--- config.mk ---
export PLATFORM = sky130hd
export DESIGN_NAME = snake_body_engine
export DESIGN_NICKNAME = d
export VERILOG_FILES = /design/src/rtl/snake_body_engine.sv
export SDC_FILE = /design/constraint.sdc
export NUM_CORES = 1
export LEC_CHECK = 0
export ABC_AREA = 1
export BUFFER_PORTS_ARGS = -buffer_cell sky130_fd_sc_hd__buf_2
export CORE_MARGIN = 2
export CORE_UTILIZATION = 40
export CTS_CLUSTER_SIZE = 30
export DETAILED_ROUTE_END_ITERATION = 12
export SYNTH_ARGS = -nofsm -noshare
export SYNTH_HDL_FRONTEND = slang
export SYNTH_SLANG_ARGS = --single-unit
--- constraint.sdc ---
create_clock -name clk -period 2.7 [get_ports clk]
set_input_delay 0 -clock clk [delete_from_list [all_inputs] [get_ports clk]]
set_output_delay 0 -clock clk [all_outputs]
set_load 0.02 [all_outputs]
--- src/rtl/snake_body_engine.sv ---
// Multi-segment snake engine: body cells live in a ring buffer, an FSM moves the
// head, checks wall/food/self collisions and plots erased/drawn cells to the VGA.
module snake_body_engine #(
  parameter int CELL_XW  = 6,
  parameter int CELL_YW  = 5,
  parameter int GRID_W   = 40,
  parameter int GRID_H   = 30,
  parameter int BLK_LOG2 = 2,
  parameter int MAX_LEN  = 16,
  parameter int START_X  = 20,
  parameter int START_Y  = 15,
  parameter int WRAP     = 0
) (
  input  logic                     clk,
  input  logic                     resetn,
  input  logic                     tick,
  input  logic                     left,
  input  logic                     right,
  input  logic                     up,
  input  logic                     down,
  input  logic [2:0]               colour,
  input  logic [CELL_XW-1:0]       food_x,
  input  logic [CELL_YW-1:0]       food_y,
  input  logic                     food_valid,
  output logic [7:0]               x_out,
  output logic [6:0]               y_out,
  output logic [2:0]               c_out,
  output logic                     plot,
  output logic                     busy,
  output logic                     eaten,
  output logic                     dead,
  output logic [$clog2(MAX_LEN):0] length
);
  localparam int IW = $clog2(MAX_LEN);
  localparam int LW = IW + 1;
  localparam int KW = 2 * BLK_LOG2;
  localparam int SW = CELL_XW + CELL_YW;
  localparam logic [CELL_XW-1:0] X_LAST  = CELL_XW'(GRID_W - 1);
  localparam logic [CELL_YW-1:0] Y_LAST  = CELL_YW'(GRID_H - 1);
  localparam logic [CELL_XW-1:0] X_START = CELL_XW'(START_X);
  localparam logic [CELL_YW-1:0] Y_START = CELL_YW'(START_Y);

  localparam logic [1:0] D_RIGHT = 2'd0;
  localparam logic [1:0] D_LEFT  = 2'd1;
  localparam logic [1:0] D_UP    = 2'd2;
  localparam logic [1:0] D_DOWN  = 2'd3;

  typedef enum logic [2:0] {
    S_INIT, S_IDLE, S_CALC, S_SCAN, S_ERASE, S_DRAW, S_DEAD
  } state_t;

  state_t               state_reg;
  logic [KW-1:0]        k_reg;
  logic [IW-1:0]        ptr_reg;
  logic [LW-1:0]        len_reg;
  logic [IW-1:0]        scan_addr_reg;
  logic [LW-1:0]        scan_cnt_reg;
  logic [CELL_XW-1:0]   head_x_reg, new_x_reg, tail_x_reg;
  logic [CELL_YW-1:0]   head_y_reg, new_y_reg, tail_y_reg;
  logic [1:0]           dir_reg, pend_reg;
  logic                 grow_reg, hit_reg;

  logic                 req_valid;
  logic [1:0]           req_dir, ref_dir;
  logic [CELL_XW-1:0]   step_x;
  logic [CELL_YW-1:0]   step_y;
  logic                 off_grid, kill, food_hit;
  logic [IW-1:0]        tail_idx, rd_addr, mem_waddr;
  logic                 mem_we;
  logic [SW-1:0]        mem_wdata, rd_data;
  logic                 seg_match, hit_now;

  logic [SW-1:0] seg_mem [MAX_LEN];

  function automatic logic [7:0] pix_x(input logic [CELL_XW-1:0] cx, input logic [KW-1:0] k);
    pix_x = 8'({cx, k[BLK_LOG2-1:0]});
  endfunction

  function automatic logic [6:0] pix_y(input logic [CELL_YW-1:0] cy, input logic [KW-1:0] k);
    pix_y = 7'({cy, k[KW-1:BLK_LOG2]});
  endfunction

  // Reversal guard compares against the direction in force after this cycle,
  // so a key arriving during CALC cannot sneak in a reversal.
  always_comb begin
    req_valid = left | right | up | down;
    req_dir   = D_DOWN;
    if (left)       req_dir = D_LEFT;
    else if (right) req_dir = D_RIGHT;
    else if (up)    req_dir = D_UP;
    ref_dir = (state_reg == S_CALC) ? pend_reg : dir_reg;
  end

  always_comb begin
    step_x   = head_x_reg;
    step_y   = head_y_reg;
    off_grid = 1'b0;
    case (pend_reg)
      D_RIGHT: if (head_x_reg == X_LAST) begin step_x = '0; off_grid = 1'b1; end
               else step_x = head_x_reg + CELL_XW'(1);
      D_LEFT:  if (head_x_reg == '0) begin step_x = X_LAST; off_grid = 1'b1; end
               else step_x = head_x_reg - CELL_XW'(1);
      D_UP:    if (head_y_reg == '0) begin step_y = Y_LAST; off_grid = 1'b1; end
               else step_y = head_y_reg - CELL_YW'(1);
      default: if (head_y_reg == Y_LAST) begin step_y = '0; off_grid = 1'b1; end
               else step_y = head_y_reg + CELL_YW'(1);
    endcase
    kill     = off_grid && (WRAP == 0);
    food_hit = food_valid && !kill && (step_x == food_x) && (step_y == food_y);
  end

  // Scan walks from the tail towards the head; read address is issued one cycle early.
  always_comb begin
    tail_idx  = ptr_reg + IW'(1) - len_reg[IW-1:0];
    rd_addr   = (state_reg == S_CALC) ? tail_idx : scan_addr_reg;
    mem_we    = resetn && ((state_reg == S_INIT) || (state_reg == S_DRAW && k_reg == '0));
    mem_waddr = (state_reg == S_INIT) ? '0 : ptr_reg + IW'(1);
    mem_wdata = (state_reg == S_INIT) ? {X_START, Y_START} : {new_x_reg, new_y_reg};
    seg_match = (rd_data == {new_x_reg, new_y_reg});
    hit_now   = seg_match && !(scan_cnt_reg == '0 && !grow_reg);
  end

  always_ff @(posedge clk) begin
    if (mem_we) seg_mem[mem_waddr] <= mem_wdata;
    rd_data <= seg_mem[rd_addr];
  end

  always_ff @(posedge clk) begin
    if (!resetn) begin
      state_reg     <= S_INIT;
      k_reg         <= '0;
      ptr_reg       <= '0;
      len_reg       <= LW'(1);
      scan_addr_reg <= '0;
      scan_cnt_reg  <= '0;
      head_x_reg    <= X_START;
      head_y_reg    <= Y_START;
      new_x_reg     <= X_START;
      new_y_reg     <= Y_START;
      tail_x_reg    <= X_START;
      tail_y_reg    <= Y_START;
      dir_reg       <= D_RIGHT;
      pend_reg      <= D_RIGHT;
      grow_reg      <= 1'b0;
      hit_reg       <= 1'b0;
      plot          <= 1'b0;
      eaten         <= 1'b0;
      dead          <= 1'b0;
      x_out         <= '0;
      y_out         <= '0;
      c_out         <= '0;
    end else begin
      plot  <= 1'b0;
      eaten <= 1'b0;
      if (req_valid && req_dir != (ref_dir ^ 2'b01)) pend_reg <= req_dir;
      case (state_reg)
        S_INIT: begin
          plot  <= 1'b1;
          x_out <= pix_x(head_x_reg, k_reg);
          y_out <= pix_y(head_y_reg, k_reg);
          c_out <= colour;
          k_reg <= k_reg + KW'(1);
          if (k_reg == '1) state_reg <= S_IDLE;
        end
        S_IDLE: if (tick) state_reg <= S_CALC;
        S_CALC: begin
          dir_reg       <= pend_reg;
          new_x_reg     <= step_x;
          new_y_reg     <= step_y;
          grow_reg      <= food_hit && (len_reg < LW'(MAX_LEN));
          eaten         <= food_hit;
          hit_reg       <= 1'b0;
          scan_cnt_reg  <= '0;
          scan_addr_reg <= tail_idx + IW'(1);
          if (kill) begin
            state_reg <= S_DEAD;
            dead      <= 1'b1;
          end else begin
            state_reg <= S_SCAN;
          end
        end
        S_SCAN: begin
          if (scan_cnt_reg == '0) {tail_x_reg, tail_y_reg} <= rd_data;
          if (hit_now) hit_reg <= 1'b1;
          scan_cnt_reg  <= scan_cnt_reg + LW'(1);
          scan_addr_reg <= scan_addr_reg + IW'(1);
          k_reg         <= '0;
          if (scan_cnt_reg == len_reg - LW'(1)) begin
            if (hit_reg || hit_now) begin
              state_reg <= S_DEAD;
              dead      <= 1'b1;
            end else if (grow_reg) begin
              state_reg <= S_DRAW;
            end else begin
              state_reg <= S_ERASE;
            end
          end
        end
        S_ERASE: begin
          plot  <= 1'b1;
          x_out <= pix_x(tail_x_reg, k_reg);
          y_out <= pix_y(tail_y_reg, k_reg);
          c_out <= 3'b000;
          k_reg <= k_reg + KW'(1);
          if (k_reg == '1) state_reg <= S_DRAW;
        end
        S_DRAW: begin
          plot  <= 1'b1;
          x_out <= pix_x(new_x_reg, k_reg);
          y_out <= pix_y(new_y_reg, k_reg);
          c_out <= colour;
          k_reg <= k_reg + KW'(1);
          if (k_reg == '0) begin
            head_x_reg <= new_x_reg;
            head_y_reg <= new_y_reg;
            ptr_reg    <= ptr_reg + IW'(1);
            len_reg    <= len_reg + LW'(grow_reg);
          end
          if (k_reg == '1) state_reg <= S_IDLE;
        end
        default: state_reg <= S_DEAD;
      endcase
    end
  end

  assign busy   = (state_reg != S_IDLE) && (state_reg != S_DEAD);
  assign length = len_reg;

endmodule

==> results of run 1 <==
## cell type report
class	count	share of cell area
Clock buffer	38	0.0554
Tap cell	396	0.0343
Sequential cell	272	0.500
Timing Repair inverter	1	0.000520
Inverter	115	0.0302
Multi-Input combinational cell	863	0.307
Clock inverter	14	0.0108
Timing Repair Buffer	117	0.0616
## Yosys cell counts, drive strengths merged
cell / n
nor4: 1
o211ai: 5
o21a: 45
o31ai: 44
ha: 18
xnor2: 17
clkinv: 3
edfxtp: 176
or2: 2
buf: 30
o21bai: 1
nor2: 190
nand4: 7
xor2: 13
a21oi: 80
a211oi: 4
clkbuf: 29
nand2: 214
o22ai: 7
a21boi: 1
nand3: 53
nor3: 11
fa: 1
inv: 112
dfxtp: 96
and3: 1
nand3b: 1
a31oi: 3
o21ai: 144
## worst max-delay path: stages (launching register included)
cell and delay [ns]:
dfxtp_1 0.33, ha_1 0.33, fa_1 0.54, o21ai_4 0.23
buf_12 0.23, o21a_1 0.15, o21ai_0 0.08, o31ai_1 0.07
inv_1 0.10, o21ai_1 0.21, nand2_1 0.13, nand2_1 0.07
## kinds of logic after synthesis
| logic type | Yosys count | synth area share |
|---|---|---|
| buffers and inverters | 174 | 0.0584 |
| adder cells (fa/ha/maj) | 19 | 0.0199 |
| AND/OR/NAND/NOR | 480 | 0.159 |
| XOR/XNOR | 30 | 0.0213 |
| flip-flops | 272 | 0.584 |
| AO/OA/AOI/OAI | 334 | 0.157 |
## power by group
part           internal (mW)  switching (mW)  leakage [nW]
combinational         0.0934           0.148          2.97
sequential              4.40          0.0147          2.07
clock                   2.36            1.63         0.466
total                   6.85            1.80          5.51
## worst paths after layout
| check | end | startpoint |
|---|---|---|
| max | rd_data[3] | ptr_reg[0] |
| min reg2reg | dead | dead |
| min | eaten | food_x[3] |
| max reg2reg | rd_data[3] | ptr_reg[0] |
## routing by layer
metal | wire [um] | vias to the layer above
li1 | - | 4661
met1 | 14500 | 4391
met2 | 14400 | 212
met3 | 1460 | 51
met4 | 838 | 0
met5 | 0 | -
## repair_timing
action	in CTS	in global routing
setup endpoints to repair	0	13
setup buffers	0	4
hold buffers	16	0
endpoints found under the hold margin	9	0
gates resized for setup	0	10
## through the flow
stage / worst slack [ns] / total power, mW / instance area, um2
after floorplan: 0.368 / 4.65 / 12300
after global placement: 0.188 / 4.72 / 13200
after detailed placement: 0.141 / 4.72 / 13200
final: 0.147 / 8.65 / 14400
after CTS: 0.0945 / 8.74 / 14300
after global routing: 0.00495 / 8.91 / 14400
==> out/summary.txt, run 1 <==
initial antenna violation count -> 0
period utilization -> 0.945
largest net degree at the start of global routing -> 89
violated checks -> negative hold slack
WL/cell -> 17.1 um
RSZ-0062 raised after global routing -> no
Global Route Usage Sum -> 0.189
total congestion overflow -> 0
cell area power density -> 600 nW/um2
Critical Path AT -> 3.04 ns
Core Footprint -> 30500 um2
syn avg cell area -> 9.43 um2
Lkg Pwr -> 5.51 nW
met1 Track Usage GR -> 0.266
Area Growth Syn to Fin -> 16.9%
footprint of the multi-input gates -> 4430 um2
H-tree levels -> 1
Reg with most FFs -> seg_mem
initial core utilization -> 0.404
flops & latches, synth -> 272
outcome -> finished, violations left
startpoint types -> flop
flip-flop count of the largest register after layout -> 176
Die ar. -> 32300 um2
MaxCap Viol Count -> 0
worst slew pin tran -> 1.13 ns
post-DR vias/cell -> 5.13
Routed Antenna Nets -> 0
hold path depth -> 7
M3 GR Usage -> 0.0235
DR vias -> 9315
Residual DRC -> 0
I/O Buffers -> 48
CP Capture Type -> flop
register area share after synthesis -> 0.584
skew final -> 0.0120 ns
row count -> 64
IO Pins -> 49
post-synth top area cell -> edfxtp_1
first-pass GRT wire length -> 49400 um
GR Util met2 -> 0.305
commonest cells after routing, fill and taps aside -> nand2_1 (210), nor2_1 (185), edfxtp_1 (176), inv_1 (108)
sum of negative setup slack -> 0 ns
Final Max Slew Viols -> 0
Slew headroom -> 0.245
synthesized area -> 12300 um2
final hold vios -> 1
Pre-Repair DR Iteration Count -> 5
Post-Syn Nets -> 1350
largest registers -> seg_mem (176), rd_data (11), x_out (8)
clk_lat worst skew -> 0.55 ns
Layout Cells excl Fill -> 1816
HP Class -> in2reg
register area -> 7210 um2
Filler cells -> 2893
Distinct cells, synth -> 41
CTS buffer count -> 28
Reg2Reg Setup Slack -> 0.15 ns
Die X -> 180 um
Mapped Cells -> 1309
fin crit period -> 2.55 ns
CP Max Fanout -> 34
CP required -> 3.19 ns
Area contributors post-synth -> edfxtp_1 (43%), dfxtp_1 (16%), nand2_1 (6.4%)
# setup viols final -> 0
Die Y-Extent -> 180 um
Core Util, Final -> 0.473
GRT Max-Usage Layer -> met2
drt initial violations -> 723
Peak Freq -> 392 MHz
CTS root buffer -> clkbuf_16
share of post-route cells with drive strength above 1 -> 0.120
hpwl dp -> 20000 um
Setup CP Type -> reg2reg
GP Congestion -> 0.879
VDD IR-drop max -> 0.436 mV
CTS clk-pin slew, worst paths -> 0.07 ns
Post-Place Cells -> 1742
number of global-route vias before repair -> 8772
clk sinks -> 272
CTS tree -> built
antenna cell count -> 0
share of the synthesized area in the top cell type -> 0.428
nets -> 1439
Bufs on Longest Clock Path -> 3
worst hold margin -> -0.00578 ns
Ys Warns -> 0
WL final -> 31100 um
Worst R2R Path Depth -> 11
most common cell after layout, fill and taps aside -> nand2_1
Note: power is estimated with default switching activity, not from simulation.
==> run 2, diff against run 1 <==
- ABC_AREA: 1 -> unset
- MAX_ROUTING_LAYER: unset -> met4
==> out/summary.txt, run 2 <==
Die X -> 180 um (+0.39%)
Post-Place Cells -> 1571 (-9.8%)
antenna cell count -> 0 (unchanged)
Core Footprint -> 30600 um2 (+0.26%)
commonest cells after routing, fill and taps aside -> nand2_1 (191), edfxtp_1 (176), dfxtp_1 (91), and2_1 (64), buf_4 (57)
total power draw -> 8.69 mW (+0.44%)
CP Capture Type -> flop
CTS clk-pin slew, worst paths -> 0.06 ns (about the same)
number of global-route vias before repair -> 8565 (-2.4%)
worst hold start -> up
most frequent cells after synthesis -> nand2_1 (192), edfxtp_1 (176), dfxtp_1 (96)
GP Congestion -> 0.815 (-7.3%)
WL/cell -> 19.1 um (+11%)
synthesized area -> 12400 um2 (+0.80%)
most common cell in the netlist -> nand2_1
Final Max Slew Viols -> 0 (unchanged)
clk sinks -> 272 (unchanged)
flops & latches, synth -> 272 (unchanged)
cell area power density -> 586 nW/um2 (-2.2%)
skew final -> 0.0181 ns (+0.00615 ns)
Reg2Reg Setup Slack -> 0.10 ns (-0.05 ns)
period utilization -> 0.962 (+0.0170)
drt initial violations -> 758 (+4.8%)
WL final -> 31600 um (+1.4%)
share of the synthesized area in the top cell type -> 0.425 (-0.00340)
hold path depth -> 5 (-2)
clk_lat worst skew -> 0.57 ns (+0.02 ns)
CTS root buffer -> clkbuf_16
slowest stage delay, CP -> 0.61 ns (+0.07 ns)
Place WS -> -0.157 ns (-0.298 ns)
Die Y-Extent -> 180 um (+0.39%)
Distinct cells, synth -> 68 (+66%)
IO Pins -> 49 (unchanged)
outcome -> finished clean
CP Max Fanout -> 12 (-65%)
Layout Cells excl Fill -> 1657 (-8.8%)
worst slew pin tran -> 1.04 ns (-0.0938 ns)
share of post-route cells with drive strength above 1 -> 0.167 (+0.0469)
nets -> 1278 (-11%)
Peak Freq -> 385 MHz (-1.8%)
fin crit period -> 2.60 ns (+0.0458 ns)
CP required -> 3.14 ns (-0.05 ns)
most common cell after layout, fill and taps aside -> nand2_1
CTS tree -> built
most common cell type on the critical path -> a21oi_1
HP Class -> in2reg
H-tree levels -> 1 (unchanged)
VDD IR-drop max -> 0.498 mV (+14%)
largest net degree at the start of global routing -> 60 (-33%)
Pre-Repair DR Iteration Count -> 5 (unchanged)
Area contributors post-synth -> edfxtp_1 (42%), dfxtp_1 (15%), nand2_1 (5.8%)
Area Growth Syn to Fin -> 19.1%
Filler cells -> 2756 (-4.7%)
critical-path cell list -> ha_1 -> inv_1 -> fa_2 -> mux2i_4 -> buf_12 -> buf_4 -> clkbuf_16 -> and2_1 -> a211oi_1 -> a31oi_1 -> a21oi_1 -> a21oi_1
# setup viols final -> 0 (unchanged)
Die ar. -> 32500 um2 (+0.79%)
Residual DRC -> 0 (unchanged)
Post-Syn Nets -> 1191 (-12%)
Worst Slack Setup Final -> 0.101 ns (-0.0458 ns)
Lkg Pwr -> 5.17 nW (-6.1%)
Setup CP Type -> reg2reg
syn avg cell area -> 10.8 um2 (+15%)
final hold vios -> 0 (-1)
hpwl dp -> 19800 um (-1.1%)
total congestion overflow -> 0 (unchanged)
CP bufs+invs -> 4 (+2)
CTS buffer count -> 30 (+7.1%)
Mapped Cells -> 1150 (-12%)
Routed Antenna Nets -> 0 (unchanged)
Slew headroom -> 0.307 (+0.0627)
post-synth top area cell -> edfxtp_1
Worst R2R End -> rd_data[2]
Crit-path slowest cell -> fa_2
Global Route Usage Sum -> 0.193 (+0.00381)
Bufs on Longest Clock Path -> 3 (unchanged)
post-synthesis async set-or-reset flop share -> 0 (unchanged)
initial antenna violation count -> 0 (unchanged)
initial core utilization -> 0.407 (+0.00217)
startpoint types -> flop
Hold EP -> pend_reg[1]
post-DR vias/cell -> 5.52 (+7.7%)
crit-path leading delay family -> adder cells
Ys Warns -> 0 (unchanged)
register area share after synthesis -> 0.579 (-0.00464)
I/O Buffers -> 48 (unchanged)
MaxCap Viol Count -> 0 (unchanged)
first-pass GRT wire length -> 48600 um (-1.7%)
largest registers -> seg_mem (176), rd_data (11), x_out (8)
DR vias -> 9150 (-1.8%)
Critical Path AT -> 3.04 ns (about the same)
R2R Path Start -> ptr_reg[0]
Worst R2R Path Depth -> 12 (+1)
number of synthesized flops with an enable pin -> 176 (unchanged)
row count -> 64 (unchanged)
Reg with most FFs -> seg_mem
flip-flop count of the largest register after layout -> 176 (unchanged)
Main synth FF type -> edfxtp_1
==> run 2: worst max-delay path by stage <==
stage,slack [ns],startpoint,cells after the start,endpoint
3_3_place_gp,-0.1,ptr_reg[0],9,rd_data[4]
4_1_cts,0.03,state_reg[1],7,pend_reg[0]
5_1_grt,-0.00009,ptr_reg[0],10,scan_addr_reg[3]
6_report,0.10,ptr_reg[0],12,rd_data[2]
3_5_place_dp,-0.16,ptr_reg[0],9,rd_data[4]
2_1_floorplan,0.11,ptr_reg[0],9,rd_data[10]
==> run 2: routing by layer <==
metal / vias to the layer above / routed length (um) / track usage
met5: - / 0 / -
met4: 0 / 898 / 0.0558
met3: 52 / 1760 / 0.0257
met2: 273 / 14800 / 0.307
met1: 4443 / 14100 / 0.259
li1: 4382 / - / -
==> run 2: report_power, final <==
group	leakage (nW)	internal [mW]	switching, mW	total, mW
clock	0.489	2.41	1.65	4.06
combinational	2.46	0.0997	0.105	0.205
sequential	2.22	4.40	0.0235	4.42
total	5.17	6.91	1.78	8.69
==> run 2: logic make-up (layout without fill, tap and decap cells) <==
kind of cell	count (synthesis)	after routing	synth area share
fa+ha+maj	19	19	0.0197
buf+inv	107	218	0.0358
simple gates	420	420	0.162
flops	272	272	0.579
xor+xnor	42	42	0.0296
mux	22	22	0.0191
compound gates	268	268	0.154
==> run 2: final cells by class <==
| class | count | area [um2] | area share |
|---|---|---|---|
| inverters | 23 | 86.3 | 0.00583 |
| clock inverters | 17 | 178 | 0.0120 |
| flip-flops and latches | 272 | 7210 | 0.487 |
| clock buffers | 39 | 815 | 0.0550 |
| multi-input cells | 771 | 4890 | 0.330 |
| repair buffers | 139 | 1140 | 0.0771 |
| well taps | 396 | 495 | 0.0334 |
==> run 2: repair_timing <==
item,in CTS,in global routing
endpoints found under the setup margin,6,14
gates cloned,1,3
pin swaps,0,10
buffers inserted,0,4
hold buffers,21,2
hold endpoints to repair,30,1
resized for setup,2,23
==> run 2: through the flow <==
step | cell area, um2 | setup TNS (ns) | util | hold WS [ns]
3_3_place_gp | 13400 | -0.0955 | 0.437 | 0.333
6_report | 14800 | 0 | 0.484 | 0.0367
4_1_cts | 14600 | 0 | 0.478 | 0.0276
5_1_grt | 14800 | -0.0000924 | 0.484 | 0.0675
3_5_place_dp | 13400 | -0.205 | 0.437 | 0.341
2_1_floorplan | 12400 | 0 | - | 0.194
==> run 2: worst register-to-register path: stages (launching register included) <==
cell and delay (ns):
dfxtp_2 0.38, ha_1 0.15, inv_1 0.06, fa_2 0.61
mux2i_4 0.10, buf_12 0.16, buf_4 0.14, clkbuf_16 0.16
and2_1 0.15, a211oi_1 0.18, a31oi_1 0.09, a21oi_1 0.22
a21oi_1 0.09
